<file path="src/rtl/tetris_pkg.sv">
// ---------------------------------------------------------------------------
// tetris_pkg
// Shared definitions for the Tetris playfield engine.
//   state_e  : control states of the playfield sequencer
//   CODE_W   : width of one stored cell colour code (0 = empty)
//   MAX_BPP  : widest pixel the palette helper can produce
//   palette(): maps a colour code to a packed {R,G,B} pixel of bpc-bit channels
// ---------------------------------------------------------------------------
package tetris_pkg;

  typedef enum logic [2:0] {
    SPAWN,
    FALL,
    LOCK,
    CHECK,
    SHIFT,
    OVER
  } state_e;

  localparam int CODE_W  = 2;
  localparam int MAX_BPP = 48;

  // Red sits in the top channel, blue in the bottom one. Callers keep the
  // low BPP bits of the result.
  function automatic logic [MAX_BPP-1:0] palette(input logic [CODE_W-1:0] code,
                                                 input int bpc);
    logic [MAX_BPP-1:0] full;
    full = (MAX_BPP'(1) << bpc) - MAX_BPP'(1);
    case (code)
      2'd1:    palette = full << (2 * bpc);
      2'd2:    palette = full << bpc;
      2'd3:    palette = full;
      default: palette = '0;
    endcase
  endfunction

endpackage

</file>
<file path="src/rtl/tetris_field_if.sv">
// ---------------------------------------------------------------------------
// tetris_field_if
// Player, video-timing and render-lookup signals of the playfield engine.
//   i_newframe        : one-cycle pulse per video frame
//   i_x, i_y          : cell coordinate looked up by the renderer
//   i_left/right/drop : one-cycle move requests
//   o_pixel           : registered colour of cell (i_x, i_y)
//   o_lines, o_level  : cleared-row count and derived level
//   o_game_over       : high once no block can spawn
// master = the player / renderer side, slave = the playfield engine.
// ---------------------------------------------------------------------------
interface tetris_field_if #(
  parameter int COLS = 10,
  parameter int ROWS = 16,
  parameter int BPP  = 24
);

  localparam int XW = $clog2(COLS);
  localparam int YW = $clog2(ROWS);

  logic           i_newframe;
  logic [XW-1:0]  i_x;
  logic [YW-1:0]  i_y;
  logic           i_left;
  logic           i_right;
  logic           i_drop;
  logic [BPP-1:0] o_pixel;
  logic [15:0]    o_lines;
  logic [7:0]     o_level;
  logic           o_game_over;

  modport master (
    output i_newframe, i_x, i_y, i_left, i_right, i_drop,
    input  o_pixel, o_lines, o_level, o_game_over
  );

  modport slave (
    input  i_newframe, i_x, i_y, i_left, i_right, i_drop,
    output o_pixel, o_lines, o_level, o_game_over
  );

endinterface

</file>
<file path="src/rtl/tetris_gravity.sv">
// ---------------------------------------------------------------------------
// tetris_gravity
// Frame counter that paces the falling block.
//   clk_i, rst_n_i : clock and asynchronous active-low reset
//   enable_i       : high while a block is falling; counter holds otherwise
//   newframe_i     : one-cycle frame pulse
//   level_i        : current level, shortens the gravity period
//   step_o         : combinational pulse on the frame that moves the block
// The period is max(1, BASE_DELAY - level) frames.
// ---------------------------------------------------------------------------
module tetris_gravity #(
  parameter int BASE_DELAY = 100
) (
  input  logic       clk_i,
  input  logic       rst_n_i,
  input  logic       enable_i,
  input  logic       newframe_i,
  input  logic [7:0] level_i,
  output logic       step_o
);

  // The counter never exceeds BASE_DELAY-1 because it clears on the step.
  localparam int CW = (BASE_DELAY < 2) ? 1 : $clog2(BASE_DELAY);

  logic [CW-1:0] frameCnt_q;
  logic [31:0]   delay;

  // Level-dependent period, clamped so gravity never stops.
  always_comb begin
    if (32'(level_i) + 32'd1 >= 32'(BASE_DELAY)) begin
      delay = 32'd1;
    end else begin
      delay = 32'(BASE_DELAY) - 32'(level_i);
    end
  end

  // ">=" rather than "==" so a level-up that shortens the period while the
  // counter is already past it still fires on the next frame.
  assign step_o = enable_i && newframe_i &&
                  (32'(frameCnt_q) + 32'd1 >= delay);

  // Count frames while falling; restart the count on every gravity step.
  always_ff @(posedge clk_i or negedge rst_n_i) begin
    if (!rst_n_i) begin
      frameCnt_q <= '0;
    end else if (enable_i && newframe_i) begin
      frameCnt_q <= step_o ? '0 : frameCnt_q + 1'b1;
    end
  end

endmodule

</file>
<file path="src/rtl/tetris_field.sv">
// ---------------------------------------------------------------------------
// tetris_field
// Tetris playfield engine: a COLS x ROWS map of 2-bit colour codes with one
// falling single-cell block, line clearing with compaction, a line/level
// count and a registered per-cell colour lookup for the tile renderer.
//   i_pixclk : sole clock
//   i_rst_n  : asynchronous active-low reset
//   bus      : tetris_field_if slave (moves, frame pulse, lookup, status)
// Row 0 is the top of the board. Each row is packed as COLS codes, column c
// in bits [2c+1:2c].
// ---------------------------------------------------------------------------
module tetris_field
  import tetris_pkg::*;
#(
  parameter int COLS            = 10,
  parameter int ROWS            = 16,
  parameter int BPP             = 24,
  parameter int BASE_DELAY      = 100,
  parameter int LINES_PER_LEVEL = 8
) (
  input  logic          i_pixclk,
  input  logic          i_rst_n,
  tetris_field_if.slave bus
);

  localparam int XW  = $clog2(COLS);
  localparam int YW  = $clog2(ROWS);
  localparam int RW  = COLS * CODE_W;
  localparam int BPC = BPP / 3;
  localparam int LSH = $clog2(LINES_PER_LEVEL);

  localparam logic [XW-1:0] MID_X  = XW'(COLS / 2);
  localparam logic [XW-1:0] LAST_X = XW'(COLS - 1);
  localparam logic [YW-1:0] LAST_Y = YW'(ROWS - 1);

  state_e             state_q;
  logic [RW-1:0]      board_q [ROWS];
  logic [XW-1:0]      fx_q;
  logic [YW-1:0]      fy_q;
  logic [CODE_W-1:0]  fc_q;
  logic [YW-1:0]      scan_q;
  logic [YW-1:0]      shift_q;
  logic [15:0]        lines_q;
  logic [7:0]         level_q;
  logic               gameOver_q;
  logic [BPP-1:0]     pixel_q;
  logic [BPP-1:0]     pixel_d;

  logic               inFall;
  logic               gravStep;
  logic               stepReq;
  logic               atBottom;
  logic               belowOcc;
  logic               leftOk;
  logic               rightOk;
  logic               spawnOcc;
  logic               scanFull;
  logic [YW-1:0]      belowY;
  logic [XW-1:0]      leftX;
  logic [XW-1:0]      rightX;
  logic [15:0]        linesInc;
  logic [15:0]        levelWide;
  logic [7:0]         levelNext;
  logic               inRange;
  logic [CODE_W-1:0]  pixCode;
  logic [MAX_BPP-1:0] palWide;

  function automatic logic [CODE_W-1:0] cellOf(input logic [RW-1:0] row,
                                               input logic [XW-1:0] x);
    int idx;
    idx = int'(x) * CODE_W;
    return row[idx +: CODE_W];
  endfunction

  assign inFall = (state_q == FALL);

  tetris_gravity #(
    .BASE_DELAY (BASE_DELAY)
  ) uGravity (
    .clk_i      (i_pixclk),
    .rst_n_i    (i_rst_n),
    .enable_i   (inFall),
    .newframe_i (bus.i_newframe),
    .level_i    (level_q),
    .step_o     (gravStep)
  );

  // Neighbour lookups around the falling block. Indices are clamped at the
  // board edges so no lookup ever leaves the array; the edge flags then
  // veto the move.
  assign atBottom = (fy_q == LAST_Y);
  assign belowY   = atBottom ? fy_q : fy_q + 1'b1;
  assign leftX    = (fx_q == '0) ? fx_q : fx_q - 1'b1;
  assign rightX   = (fx_q == LAST_X) ? fx_q : fx_q + 1'b1;
  assign belowOcc = (cellOf(board_q[belowY], fx_q) != '0);
  assign leftOk   = (fx_q != '0) && (cellOf(board_q[fy_q], leftX) == '0);
  assign rightOk  = (fx_q != LAST_X) && (cellOf(board_q[fy_q], rightX) == '0);
  assign spawnOcc = (cellOf(board_q[0], MID_X) != '0);
  assign stepReq  = gravStep || bus.i_drop;

  // A row is full when none of its cells holds the empty code.
  always_comb begin
    scanFull = 1'b1;
    for (int c = 0; c < COLS; c++) begin
      if (board_q[scan_q][c*CODE_W +: CODE_W] == '0) begin
        scanFull = 1'b0;
      end
    end
  end

  // Line count saturates; level follows it with its own saturation.
  always_comb begin
    linesInc  = (lines_q == 16'hFFFF) ? lines_q : lines_q + 16'd1;
    levelWide = linesInc >> LSH;
    levelNext = (levelWide > 16'd255) ? 8'hFF : levelWide[7:0];
  end

  // Render lookup: the falling block overlays the board only while it is
  // actually falling, and coordinates beyond the board read as black.
  always_comb begin
    inRange = (int'(bus.i_x) < COLS) && (int'(bus.i_y) < ROWS);
    pixCode = '0;
    if (inRange) begin
      if (inFall && (bus.i_x == fx_q) && (bus.i_y == fy_q)) begin
        pixCode = fc_q;
      end else begin
        pixCode = cellOf(board_q[bus.i_y], bus.i_x);
      end
    end
    palWide = palette(pixCode, BPC);
    pixel_d = palWide[BPP-1:0];
  end

  // Playfield sequencer. Compaction walks from the cleared row up to row 1,
  // pulling each row down one cycle at a time, then blanks row 0 and goes
  // back to CHECK on the same row, which now holds what used to sit above.
  always_ff @(posedge i_pixclk or negedge i_rst_n) begin
    if (!i_rst_n) begin
      state_q    <= SPAWN;
      for (int r = 0; r < ROWS; r++) begin
        board_q[r] <= '0;
      end
      fx_q       <= '0;
      fy_q       <= '0;
      fc_q       <= '0;
      scan_q     <= '0;
      shift_q    <= '0;
      lines_q    <= '0;
      level_q    <= '0;
      gameOver_q <= 1'b0;
    end else begin
      case (state_q)
        SPAWN: begin
          fx_q <= MID_X;
          fy_q <= '0;
          fc_q <= (fc_q == 2'd3) ? 2'd1 : fc_q + 2'd1;
          if (spawnOcc) begin
            state_q    <= OVER;
            gameOver_q <= 1'b1;
          end else begin
            state_q <= FALL;
          end
        end
        FALL: begin
          if (stepReq) begin
            if (atBottom || belowOcc) begin
              state_q <= LOCK;
            end else begin
              fy_q <= fy_q + 1'b1;
            end
          end else if (bus.i_left && !bus.i_right) begin
            if (leftOk) begin
              fx_q <= leftX;
            end
          end else if (bus.i_right && !bus.i_left) begin
            if (rightOk) begin
              fx_q <= rightX;
            end
          end
        end
        LOCK: begin
          board_q[fy_q][int'(fx_q)*CODE_W +: CODE_W] <= fc_q;
          scan_q  <= fy_q;
          state_q <= CHECK;
        end
        CHECK: begin
          if (scanFull) begin
            shift_q <= scan_q;
            state_q <= SHIFT;
          end else begin
            state_q <= SPAWN;
          end
        end
        SHIFT: begin
          if (shift_q != '0) begin
            board_q[shift_q] <= board_q[shift_q - 1'b1];
            shift_q          <= shift_q - 1'b1;
          end else begin
            board_q[0] <= '0;
            lines_q    <= linesInc;
            level_q    <= levelNext;
            state_q    <= CHECK;
          end
        end
        OVER: begin
          state_q <= OVER;
        end
        default: begin
          state_q <= SPAWN;
        end
      endcase
    end
  end

  // Registered render output, one cycle behind the lookup coordinate.
  always_ff @(posedge i_pixclk or negedge i_rst_n) begin
    if (!i_rst_n) begin
      pixel_q <= '0;
    end else begin
      pixel_q <= pixel_d;
    end
  end

  assign bus.o_pixel     = pixel_q;
  assign bus.o_lines     = lines_q;
  assign bus.o_level     = level_q;
  assign bus.o_game_over = gameOver_q;

endmodule
</file>
<file path="src/flat_wrapper.sv">
// flat-port wrapper written by rule: the top's interface ports become plain ports
module tetris_field_flat import tetris_pkg::*;
#(
  parameter int COLS            = 10,
  parameter int ROWS            = 16,
  parameter int BPP             = 24,
  parameter int BASE_DELAY      = 100,
  parameter int LINES_PER_LEVEL = 8
)
  (i_pixclk, i_rst_n, bus_i_newframe, bus_i_x, bus_i_y, bus_i_left, bus_i_right, bus_i_drop, bus_o_pixel, bus_o_lines, bus_o_level, bus_o_game_over);
  tetris_field_if #(.COLS(COLS), .ROWS(ROWS), .BPP(BPP)) bus_i ();
  input  logic i_pixclk;
  input  logic i_rst_n;
  input wire logic [$bits(bus_i.i_newframe)-1:0] bus_i_newframe;
  input wire logic [$bits(bus_i.i_x)-1:0] bus_i_x;
  input wire logic [$bits(bus_i.i_y)-1:0] bus_i_y;
  input wire logic [$bits(bus_i.i_left)-1:0] bus_i_left;
  input wire logic [$bits(bus_i.i_right)-1:0] bus_i_right;
  input wire logic [$bits(bus_i.i_drop)-1:0] bus_i_drop;
  output wire logic [$bits(bus_i.o_pixel)-1:0] bus_o_pixel;
  output wire logic [$bits(bus_i.o_lines)-1:0] bus_o_lines;
  output wire logic [$bits(bus_i.o_level)-1:0] bus_o_level;
  output wire logic [$bits(bus_i.o_game_over)-1:0] bus_o_game_over;
  assign bus_i.i_newframe = bus_i_newframe;
  assign bus_i.i_x = bus_i_x;
  assign bus_i.i_y = bus_i_y;
  assign bus_i.i_left = bus_i_left;
  assign bus_i.i_right = bus_i_right;
  assign bus_i.i_drop = bus_i_drop;
  assign bus_o_pixel = bus_i.o_pixel;
  assign bus_o_lines = bus_i.o_lines;
  assign bus_o_level = bus_i.o_level;
  assign bus_o_game_over = bus_i.o_game_over;
  tetris_field #(.COLS(COLS), .ROWS(ROWS), .BPP(BPP), .BASE_DELAY(BASE_DELAY), .LINES_PER_LEVEL(LINES_PER_LEVEL)) u_core (.i_pixclk(i_pixclk), .i_rst_n(i_rst_n), .bus(bus_i));
endmodule
</file>
<file path="config.mk">
export PLATFORM = sky130hd
export DESIGN_NAME = tetris_field_flat
export DESIGN_NICKNAME = d
export VERILOG_FILES = /design/src/rtl/tetris_pkg.sv /design/src/rtl/tetris_field_if.sv /design/src/rtl/tetris_gravity.sv /design/src/rtl/tetris_field.sv /design/src/flat_wrapper.sv
export SDC_FILE = /design/constraint.sdc
export NUM_CORES = 2
export LEC_CHECK = 0
export CORE_UTILIZATION = 50
export CTS_CLUSTER_DIAMETER = 50
export DETAILED_ROUTE_END_ITERATION = 10
export MAX_ROUTING_LAYER = met4
export PLACE_DENSITY = 0.64
export SETUP_SLACK_MARGIN = 0.4
export SLEW_MARGIN = 0
export SYNTH_ARGS = -nofsm -noshare
export SYNTH_HDL_FRONTEND = slang
export SYNTH_SLANG_ARGS = --single-unit
</file>
<file path="constraint.sdc">
create_clock -name i_pixclk -period 5.2 [get_ports i_pixclk]
set_input_delay 0.52 -clock i_pixclk [delete_from_list [all_inputs] [get_ports i_pixclk]]
set_output_delay 0.52 -clock i_pixclk [all_outputs]
set_load 0.005 [all_outputs]
</file>
==> metrics.txt <==
# TYPE chip_impl_metric gauge
chip_impl_metric{name="number_of_inserted_filler_cells_in_the_final_layout",unit=""} 5097
chip_impl_metric{name="drcViolationCount",unit=""} 0
chip_impl_metric{name="critical_path_peak_fanout",unit=""} 8
chip_impl_metric{name="fraction_of_layout_cells_with_a_size_suffix_above_1",unit=""} 0.155
chip_impl_metric{name="final.setup_skew",unit="ps"} 18.7
chip_impl_metric{name="finalSetupTns",unit="ps"} 0
chip_impl_metric{name="h_tree_level_count",unit=""} 2
chip_impl_metric{name="synthesis.area",unit="sq mm"} 0.0303
chip_impl_metric{name="synthesis.area_per_instance",unit="sq um"} 8.69
chip_impl_metric{name="seq_area_frac_synth",unit=""} 0.311
chip_impl_metric{name="synthCells",unit=""} 3482
chip_impl_metric{name="grtUsageTotal",unit=""} 0.528
chip_impl_metric{name="io_buffer_count",unit=""} 62
chip_impl_info{name="synthMostInstantiatedCell",value="o21ai_0"} 1
chip_impl_metric{name="cellLeakagePower",unit="uW"} 0.0118
chip_impl_metric{name="clk_pin_slew",unit="ps"} 60
chip_impl_metric{name="detailed_place_hpwl",unit="mm"} 113
chip_impl_metric{name="initial_standard_cell_utilization_of_the_core",unit=""} 0.510
chip_impl_metric{name="drtIter0Drc",unit=""} 5389
chip_impl_metric{name="worst-endpoint-required",unit="ps"} 5740
chip_impl_info{name="rsz_0062_raised_after_global_routing",value="no"} 1
chip_impl_info{name="synth.top_cells.by_count",value="528 x o21ai_0, 451 x nor2_1, 420 x nand2_1"} 1
chip_impl_metric{name="finish.cell_count_without_fillers",unit=""} 4233
chip_impl_metric{name="finalNetCount",unit=""} 3450
chip_impl_metric{name="warnings_synthesis",unit=""} 0
chip_impl_metric{name="placed_cell_count",unit=""} 4124
chip_impl_metric{name="final_number_of_max_transition_violations",unit=""} 0
chip_impl_info{name="clk_root_buffer_cell",value="clkbuf_16"} 1
chip_impl_info{name="holdCritPathClass",value="in -> async"} 1
chip_impl_metric{name="fmax",unit="MHz"} 229
chip_impl_metric{name="numClockSinks",unit=""} 376
chip_impl_metric{name="post_syn_nets",unit=""} 3526
chip_impl_metric{name="height_of_the_die",unit="um"} 248
chip_impl_metric{name="ir_worst_vdd",unit="V"} 0.000343
chip_impl_metric{name="die_x",unit="um"} 248
chip_impl_metric{name="r2r_slack",unit="ps"} 830
chip_impl_metric{name="reg2regPathDepth",unit=""} 18
chip_impl_metric{name="first_global_vias",unit=""} 30899
chip_impl_metric{name="tritoncts.num_buffers",unit=""} 52
chip_impl_metric{name="design.portCount",unit=""} 63
chip_impl_metric{name="timing.max_cap.violations",unit=""} 0
chip_impl_metric{name="grtUsageMet1",unit=""} 0.646
chip_impl_metric{name="yosys.cell_types.count",unit=""} 89
chip_impl_metric{name="synth-edff-count",unit=""} 0
chip_impl_info{name="reg2reg_from",value="u_core.bus.o_level[0]"} 1
chip_impl_metric{name="setup_viol",unit=""} 0
chip_impl_info{name="path_class",value="reg -> reg"} 1
chip_impl_metric{name="synth.ff_latch_count",unit=""} 376
chip_impl_metric{name="yosys.area.top_type_share",unit=""} 0.311
chip_impl_info{name="cts_tree",value="yes"} 1
chip_impl_metric{name="antenna_left",unit=""} 0
chip_impl_metric{name="clock_latency",unit="ps"} 630
chip_impl_metric{name="drt_pre_antenna_iters",unit=""} 9
chip_impl_info{name="timing.rr.end",value="u_core.fx_q[2]"} 1
chip_impl_metric{name="pin_count_of_the_biggest_net_entering_global_routing",unit=""} 145
chip_impl_info{name="synth_top_cells_by_area",value="dfrtp_1 31%, mux4_2 18%, o21ai_0 8.7%"} 1
chip_impl_metric{name="routed_wl",unit="mm"} 158
chip_impl_metric{name="critical_path_arrival",unit="ps"} 4910
chip_impl_info{name="most_used_layer_global_route",value="met2"} 1
chip_impl_metric{name="p_per_area",unit="mW/mm^2"} 414
chip_impl_metric{name="timing_worst_slew_pin_value",unit="ps"} 1350
chip_impl_metric{name="slew-limit-headroom",unit=""} 0.0951
chip_impl_info{name="critPathCaptureType",value="register"} 1
chip_impl_metric{name="post_cts_buffers",unit=""} 0
chip_impl_metric{name="detail_route.vias_per_cell",unit=""} 7.83
chip_impl_metric{name="areaGrowthSynthToFinish",unit="%"} 10.7
chip_impl_metric{name="die-area",unit="sq mm"} 0.0615
chip_impl_metric{name="use_met3",unit=""} 0.192
chip_impl_info{name="run_status",value="complete, no violations"} 1
chip_impl_metric{name="routed_wirelength_normalized_by_instance_count",unit="um"} 37.3
chip_impl_metric{name="grt_antenna_before_repair",unit=""} 8
chip_impl_metric{name="design.core.area",unit="sq mm"} 0.0594
chip_impl_metric{name="timing_hold_violations_final",unit=""} 0
chip_impl_info{name="largest_area_contributor_in_the_synthesized_netlist",value="dfrtp_1"} 1
chip_impl_metric{name="globalRouteOverflowTotal",unit=""} 0
chip_impl_metric{name="period_share",unit=""} 0.841
chip_impl_metric{name="std_cell_rows",unit=""} 89
chip_impl_info{name="synth_ff_type",value="dfrtp_1"} 1
chip_impl_metric{name="met2_usage",unit=""} 0.719
chip_impl_metric{name="via_count",unit=""} 33142
chip_impl_metric{name="globalplace.congestion",unit=""} 1.17
chip_impl_metric{name="grt_pass1_wl",unit="mm"} 223
chip_impl_metric{name="fin_crit",unit="ps"} 4370
chip_impl_metric{name="asyncSetResetFlopFracSynth",unit=""} 1.00
chip_impl_metric{name="cts-root-to-sink-buffers",unit=""} 3
chip_impl_info{name="worstSetupStartpointType",value="register"} 1
## layout make-up
type,instances,area (sq um),area share
Timing Repair Buffer,203,1780,0.0530
Clock inverter,28,335,0.0100
Sequential cell,376,9420,0.281
Clock buffer,67,1440,0.0430
Inverter,39,146,0.00437
Tap cell,773,967,0.0289
Antenna cell,13,32.5,0.000971
Multi-Input combinational cell,2734,19400,0.579
## metal layers
metal	vias up	wire (um)
met1	16088	54100
met3	878	25000
met4	0	14400
met5	-	0
met2	3192	64200
li1	12984	-
## cell usage in the layout (no fill, tap or decap), drive strengths merged, types with 9 or more instances in the layout
cell type      instances
o31ai                 14
and2                  18
or3                   11
a211oi                20
dfrtp                376
o221ai                10
xnor2                 31
o22a                   9
a21oi                143
a31oi                 19
nor2b                  9
nand2b                13
xor2                  11
nor4                  34
a221oi                13
mux4                 238
o22ai                 35
nand4                 17
nor3                  72
clkinv                10
mux2                  24
nand2                420
o21ai                531
a32oi                 24
o211ai                10
buf                  145
and3                  28
nor2                 452
mux2i                 67
ha                    30
inv                   48
clkbuf                67
a22oi                246
nand3                 80
clkdlybuf4s50         57
diode                 13
## per-stage QoR
stage	hold WS, ps	power [uW]	instance area (sq um)	utilization	setup slack, ps
finish	495	13900	33500	0.564	826
global route	529	14100	33500	0.564	394
CTS	500	13400	33500	0.564	718
detailed placement	483	9750	31700	0.534	773
global placement	481	9730	31700	0.534	869
floorplan	224	7160	30300	-	1440
## worst max-delay path by stage
stage	depth (start not counted)	end	slack, ps	from
after floorplan	15	u_core.fy_q[2]	1440	u_core.fy_q[0]
after global placement	18	u_core.fx_q[0]	870	u_core.bus.o_level[0]
after detailed placement	18	u_core.fx_q[0]	770	u_core.bus.o_level[0]
after CTS	18	u_core.fx_q[0]	720	u_core.bus.o_level[0]
after global routing	18	u_core.fx_q[2]	390	u_core.bus.o_level[0]
final	18	u_core.fx_q[2]	830	u_core.bus.o_level[0]
## report_power, final
| part | switching [uW] | total (uW) | internal [uW] |
|---|---|---|---|
| logic | 4710 | 6850 | 2140 |
| registers | 251 | 3290 | 3040 |
| clock network | 1500 | 3720 | 2220 |
| total | 6460 | 13900 | 7410 |
## worst max-delay path, cell delays in order (launching register included)
cell and delay, ps:
dfrtp_1 440, ha_1 270, o31a_1 240, o21ai_0 230, o221ai_1 190, a21oi_1 170
a21o_1 210, nand2_1 90, ha_1 270, nand2b_1 140, a21o_1 170, a21o_1 180
a211oi_1 370, o31ai_2 230, nor3_1 270, o211ai_1 130, o21ai_1 260, or2_1 230
mux2i_1 190
## cell families after synthesis
kind of cell    after synthesis  share of synthesized area
xor+xnor                     42                     0.0133
flops                       376                      0.311
fa+ha+maj                    30                     0.0124
compound gates             1146                      0.233
buf+inv                     372                     0.0526
simple gates               1187                      0.169
mux                         329                      0.208
## registers in the layout (all words and copies together) (netlist names)
| signal | count |
|---|---|
| u_core.board_q | 320 |
| u_core.bus.o_game_over | 1 |
| u_core.bus.o_level | 8 |
| u_core.bus.o_lines | 16 |
| u_core.bus.o_pixel | 3 |
| u_core.fc_q | 2 |
| u_core.fx_q | 4 |
| u_core.fy_q | 4 |
| u_core.scan_q | 4 |
| u_core.shift_q | 4 |
| u_core.state_q | 3 |
| u_core.uGravity.frameCnt_q | 7 |
## what timing repair did
item                                    in CTS  in global routing
hold endpoints to repair                    33                  0
hold buffers                                 1                  0
endpoints found under the setup margin       0                  4
gates resized for setup                      0                  1
No activity file was read; power rests on OpenSTA's default activity.
